<file path="src/rtl/glu_i2s_out.sv">
// Audio output stage: per-frame ramped GLU volume/mute gain applied to the
// signed L/R mixes, serialized as Philips I2S with locally divided BCLK/LRCK.
module glu_i2s_out #(
  parameter int unsigned BCLK_DIV = 8
) (
  input  logic        clk_logic,
  input  logic        system_reset,
  input  logic [15:0] audio_l_i,
  input  logic [15:0] audio_r_i,
  input  logic [3:0]  volume_i,
  input  logic        mute_i,
  output logic        i2s_bclk_o,
  output logic        i2s_lrck_o,
  output logic        i2s_sdata_o,
  output logic        frame_strobe_o,
  output logic [4:0]  gain_o
);

  localparam int unsigned AUDIO_W = 16;
  localparam int unsigned GAIN_W  = 5;
  localparam int unsigned MUL_W   = 22;
  localparam int unsigned BIT_W   = 6;
  localparam int unsigned SLOT_W  = 5;
  localparam int unsigned DIV_W   = $clog2(BCLK_DIV);
  localparam logic [DIV_W-1:0] DIV_TC = DIV_W'(BCLK_DIV - 1);

  logic [DIV_W-1:0]   div_cnt_q, div_cnt_d;
  logic               bclk_q, bclk_d;
  logic [BIT_W-1:0]   bit_cnt_q, bit_cnt_d;
  logic               lrck_q, lrck_d;
  logic               sdata_q, sdata_d;
  logic               strobe_q, strobe_d;
  logic [GAIN_W-1:0]  gain_q, gain_d;
  logic [AUDIO_W-1:0] word_l_q, word_l_d;
  logic [AUDIO_W-1:0] word_r_q, word_r_d;
  logic [AUDIO_W-1:0] prod_l_q, prod_l_d;
  logic [AUDIO_W-1:0] prod_r_q, prod_r_d;

  logic signed [MUL_W-1:0] mul_l, mul_r;
  logic                    tick, fall, wrap;
  logic [SLOT_W-1:0]       slot;
  logic [AUDIO_W-1:0]      word_sel;
  logic [GAIN_W-1:0]       target;

  // Gain scaling; the arithmetic shift floors, and -32768*16>>>4 still fits 16 bits
  always_comb begin
    mul_l    = MUL_W'($signed(audio_l_i)) * MUL_W'($signed({1'b0, gain_q}));
    mul_r    = MUL_W'($signed(audio_r_i)) * MUL_W'($signed({1'b0, gain_q}));
    prod_l_d = AUDIO_W'(mul_l >>> 4);
    prod_r_d = AUDIO_W'(mul_r >>> 4);
  end

  // Bit/frame timing, serializer and per-frame gain ramp
  always_comb begin
    div_cnt_d = div_cnt_q;
    bclk_d    = bclk_q;
    bit_cnt_d = bit_cnt_q;
    lrck_d    = lrck_q;
    sdata_d   = sdata_q;
    strobe_d  = 1'b0;
    gain_d    = gain_q;
    word_l_d  = word_l_q;
    word_r_d  = word_r_q;
    slot      = '0;
    word_sel  = '0;

    target = mute_i ? '0 : GAIN_W'(volume_i) + GAIN_W'(1);
    tick   = (div_cnt_q == DIV_TC);
    fall   = tick && bclk_q;
    wrap   = fall && (bit_cnt_q == BIT_W'(63));

    if (tick) begin
      div_cnt_d = '0;
      bclk_d    = ~bclk_q;
    end else begin
      div_cnt_d = div_cnt_q + DIV_W'(1);
    end

    if (fall) begin
      bit_cnt_d = bit_cnt_q + BIT_W'(1);
      lrck_d    = bit_cnt_d[5];
      slot      = bit_cnt_d[4:0];
      word_sel  = bit_cnt_d[5] ? word_r_q : word_l_q;
      // slot 0 is the I2S one-bit delay; 17..31 are zero padding
      if ((slot != '0) && (slot <= SLOT_W'(16))) begin
        sdata_d = word_sel[4'(SLOT_W'(16) - slot)];
      end else begin
        sdata_d = 1'b0;
      end
    end

    // Words latch with the pre-update gain, then gain steps one toward target
    if (wrap) begin
      word_l_d = prod_l_q;
      word_r_d = prod_r_q;
      strobe_d = 1'b1;
      if (gain_q < target) begin
        gain_d = gain_q + GAIN_W'(1);
      end else if (gain_q > target) begin
        gain_d = gain_q - GAIN_W'(1);
      end
    end
  end

  always_ff @(posedge clk_logic) begin
    if (system_reset) begin
      div_cnt_q <= '0;
      bclk_q    <= 1'b0;
      bit_cnt_q <= '0;
      lrck_q    <= 1'b0;
      sdata_q   <= 1'b0;
      strobe_q  <= 1'b0;
      gain_q    <= '0;
      word_l_q  <= '0;
      word_r_q  <= '0;
      prod_l_q  <= '0;
      prod_r_q  <= '0;
    end else begin
      div_cnt_q <= div_cnt_d;
      bclk_q    <= bclk_d;
      bit_cnt_q <= bit_cnt_d;
      lrck_q    <= lrck_d;
      sdata_q   <= sdata_d;
      strobe_q  <= strobe_d;
      gain_q    <= gain_d;
      word_l_q  <= word_l_d;
      word_r_q  <= word_r_d;
      prod_l_q  <= prod_l_d;
      prod_r_q  <= prod_r_d;
    end
  end

  assign i2s_bclk_o     = bclk_q;
  assign i2s_lrck_o     = lrck_q;
  assign i2s_sdata_o    = sdata_q;
  assign frame_strobe_o = strobe_q;
  assign gain_o         = gain_q;

endmodule

</file>
<file path="config.mk">
export PLATFORM = sky130hd
export DESIGN_NAME = glu_i2s_out
export DESIGN_NICKNAME = d
export VERILOG_FILES = /design/src/rtl/glu_i2s_out.sv
export SDC_FILE = /design/constraint.sdc
export NUM_CORES = 1
export LEC_CHECK = 0
export BUFFER_PORTS_ARGS = -buffer_cell sky130_fd_sc_hd__buf_4
export CORE_ASPECT_RATIO = 1.5
export CORE_MARGIN = 2
export CORE_UTILIZATION = 35
export DETAILED_ROUTE_END_ITERATION = 6
export PLACE_DENSITY_LB_ADDON = 0.15
export SYNTH_ARGS = -nofsm -noshare
export SYNTH_HDL_FRONTEND = slang
export SYNTH_SLANG_ARGS = --single-unit
export TNS_END_PERCENT = 50
</file>
<file path="constraint.sdc">
create_clock -name clk_logic -period 5.08 [get_ports clk_logic]
set_clock_uncertainty 0.1 [all_clocks]
set_input_delay 0 -clock clk_logic [delete_from_list [all_inputs] [get_ports clk_logic]]
set_output_delay 0 -clock clk_logic [all_outputs]
set_load 0.02 [all_outputs]
</file>
==> qor.txt <==
IO Pins -> 48
Rows -> 70
R2r worst-path depth -> 15
CTS H-tree depth -> 3
Clock tree from TritonCTS -> built
Core ar. -> 24350 sq um
Routed WL -> 19.53 mm
Initial drt markers -> 300
Via count -> 6443
Vias in the first global route -> 6757
N_diodes -> 0
Clock transition at path regs -> 0.06 ns
Top FF cell, synth -> dfxtp_1
Seq/Total Area, Yosys -> 18.78%
Post-DP Area -> 9328 sq um
Most Used Layer, Global Route -> met2
Worst-margin pin slew -> 1.195 ns
Fmax achieved -> 218.8 MHz
Tmin final -> 4.571 ns
Switch share -> 22.58%
Distinct cells, synth -> 53
Post-Syn Nets -> 1234
Cell Chain, Critical Path -> nand2_1 > fa_1 > inv_1 > fa_1 > inv_1 > fa_1 > inv_1 > ha_1 > a21oi_1 > o21ai_0 > a21o_1 > a221oi_1 > a21oi_1 > o21a_1 > nor3_1
P_sw -> 0.3040 mW
Critical Path Max Stage Delay -> 0.66 ns
Seq pwr share -> 47.4%
Total Routing Usage GR -> 15.69%
Worst setup SP type -> flop
Ratio of cells with drive above 1 in the final layout -> 8.019%
Routed Antenna Nets -> 0
IO buf count -> 47
Worst endpoint data arrival time -> 4.73 ns
Pwr/cell area -> 139.8 nW/um^2
Setup repair after global routing missed its margin -> no
Crit Path Category -> flop to flop
Crit path max fanout -> 24
Slew Limit Headroom -> 20.36%
Buffer count from post-CTS setup fixing -> 0
RR Startpoint -> gain_o[2]$_SDFFE_PP0P_
Yosys reg bits -> 81
Cells after synthesis -> 1024
Worst-skew pair later-pin latency -> 0.33 ns
Grt met3 use -> 1.286%
Synth Cell Area -> 8635 sq um
Pwr Total -> 1.346 mW
Reg2reg end -> prod_l_q[12]$_SDFF_PP0_
Synth Warn # -> 0
Final hold vios -> 0
Root buf cell -> clkbuf_16
Syn Area/Cell -> 8.432 sq um
Filler cell count -> 2651
Fin nets -> 1265
Hold path depth -> 5
Slowest CP cell -> dfxtp_2
Status -> finished, final reports clean
EDFF count, synth -> 0
Grt total ovfl -> 0
Area grow syn2layout -> 11.52%
Final setup fails -> 0
Global-route wire length before repair -> 33.48 mm
Design area -> 9629 sq um
R2R setup slack -> 0.51 ns
Die area -> 25970 sq um
CTS Buffer Depth -> 2
DRC -> 0
Met1 usage -> 20.72%
GR Layer Usage met2 -> 27.78%
Logic gate share of total power -> 5.3%
CP Capture Type -> flop
Sum Neg Setup Slack -> 0 ns
Static leakage -> 4.616 nW
Worst Hold Endpoint -> prod_r_q[2]$_SDFF_PP0_
Worst EP required -> 5.24 ns
Hold Startpoint -> audio_r_i[0]
Max-capacitance violation count -> 0
Largest net degree at the start of global routing -> 86
Drt wl/cell -> 14.11 um
Die height -> 196.4 um
Cell-internal power -> 1.042 mW
Die Wd -> 132.2 um
Final period utilization -> 89.97%
GP Congestion -> 0.7946
Maximum vdd drop -> 0.1559 mV
Slew Limit Fails -> 0
Setup WS post-layout -> 0.5094 ns
TritonCTS Buffers -> 9
Number of vias per cell -> 4.655
Worst hold path type -> input port to flop
Post-DP HPWL -> 15.54 mm
Ys async rst share -> 0%
Post-CTS Hold Buffers -> 0
Place WS -> 0.1693 ns
Initial core utilization -> 35.46%
Iteration count of the initial detailed-routing pass -> 4
Initial antenna violation count -> 0
Clock power frac -> 47.3%
Clock Sinks -> 81
[routing by layer]
metal	vias to the layer above	wire length, um
li1	3297	-
met4	0	296
met5	-	0
met1	3073	9290
met3	16	273
met2	57	9672
[synth_stat cells (3+ instances only)]
library cell	instances	area (sq um)
dfxtp_1	81	1622
nor3_1	13	65.06
a21o_1	21	157.7
inv_1	162	608.1
nor2b_1	8	50.05
xor2_1	10	87.58
fa_1	93	1862
nand2_1	100	375.4
ha_1	78	975.9
o21ai_0	19	95.09
or3_1	5	31.28
a221oi_1	6	52.55
o21bai_1	6	45.04
buf_1	3	11.26
nand3_1	10	50.05
mux2i_1	14	140.1
o21a_1	5	37.54
and2_1	144	900.9
nand2b_1	7	43.79
a21oi_1	64	320.3
nor2_1	52	195.2
xnor2_1	36	315.3
nand4_1	5	31.28
a31oi_1	3	18.77
o31ai_1	5	37.54
o21ai_1	3	15.01
and3_1	5	31.28
clkbuf_1	31	116.4
[cell type report]
cell class	count	area, sq um	share of cell area, %
well taps	324	405.4	4.210
inverters	162	608.1	6.315
multi-input cells	742	6237	64.77
flip-flops and latches	81	1623	16.85
repair buffers	59	455.4	4.730
clock inverters	4	33.78	0.3508
clock buffers	12	266.5	2.768
[worst max-delay path: cells and delay by family, from the launching register on]
kind / cells / cell delay, ns
adder cells (fa/ha/maj): 4 / 1.84
AND/OR/NAND/NOR: 2 / 0.29
AO/OA/AOI/OAI: 6 / 1.45
flip-flops: 1 / 0.66
buffers and inverters: 3 / 0.14
[layout by cell type, fill, tap and decap left out, types with 7 or more instances in the layout]
master,netlist,final
and2_1,144,144
buf_4,1,58
o21ai_0,19,19
clkbuf_16,0,9
dfxtp_1,81,80
nor3_1,13,13
fa_1,93,93
nor2_1,52,52
nor2b_1,8,8
xor2_1,10,10
mux2i_1,14,14
nand2b_1,7,7
nand2_1,100,100
xnor2_1,36,36
nand3_1,10,10
inv_1,162,162
a21o_1,21,21
a21oi_1,64,64
ha_1,78,78
[worst max-delay path by stage]
stage,start,to,slack [ns]
finish,gain_o[2]$_SDFFE_PP0P_,prod_l_q[12]$_SDFF_PP0_,0.51
floorplan,gain_o[0]$_SDFFE_PP0P_,prod_r_q[15]$_SDFF_PP0_,0.63
CTS,gain_o[2]$_SDFFE_PP0P_,prod_l_q[12]$_SDFF_PP0_,0.13
global route,gain_o[2]$_SDFFE_PP0P_,prod_l_q[12]$_SDFF_PP0_,0.13
detailed placement,gain_o[2]$_SDFFE_PP0P_,prod_l_q[12]$_SDFF_PP0_,0.17
global placement,gain_o[2]$_SDFFE_PP0P_,prod_l_q[15]$_SDFF_PP0_,0.17
[sequential cells by signal, summed over array words and instances, names as in the netlist]
signal	flops
i2s_sdata_o	1
i2s_bclk_o	1
word_l_q	16
bit_cnt_q	6
prod_l_q	16
gain_o	5
word_r_q	16
prod_r_q	16
div_cnt_q	3
frame_strobe_o	1
[kinds of logic (layout without fill, tap and decap cells)]
kind of cell	Yosys count	count (layout)	share of synthesized area, %
AO/OA/AOI/OAI	149	149	11.11
XOR/XNOR	47	47	4.985
adder cells (fa/ha/maj)	171	171	32.86
buffers and inverters	201	237	8.984
flip-flops	81	81	18.78
multiplexers	15	15	1.753
AND/OR/NAND/NOR	360	360	21.52
[power by group through the flow]
stage	Combinational (mW)	Clock, mW	Sequential, mW
after CTS	0.0729	0.652	0.638
after floorplan	0.0271	0	0.652
after detailed placement	0.0730	0	0.652
after global routing	0.0807	0.676	0.638
after global placement	0.0724	0	0.652
final	0.0714	0.637	0.638
[stage by stage]
stage	cells	hold WS, ns	utilization [%]
global route	1384	0.1748	39.55
floorplan	1024	0.2388	-
finish	1384	0.1433	39.55
global placement	1368	0.3175	38.31
detailed placement	1368	0.3163	38.31
CTS	1384	0.1432	39.54
[timing repair]
action	CTS	global route
hold endpoints to repair	0	0
endpoints found under the setup margin	0	5
resized for setup	0	1
(Power assumes the default switching activity.)
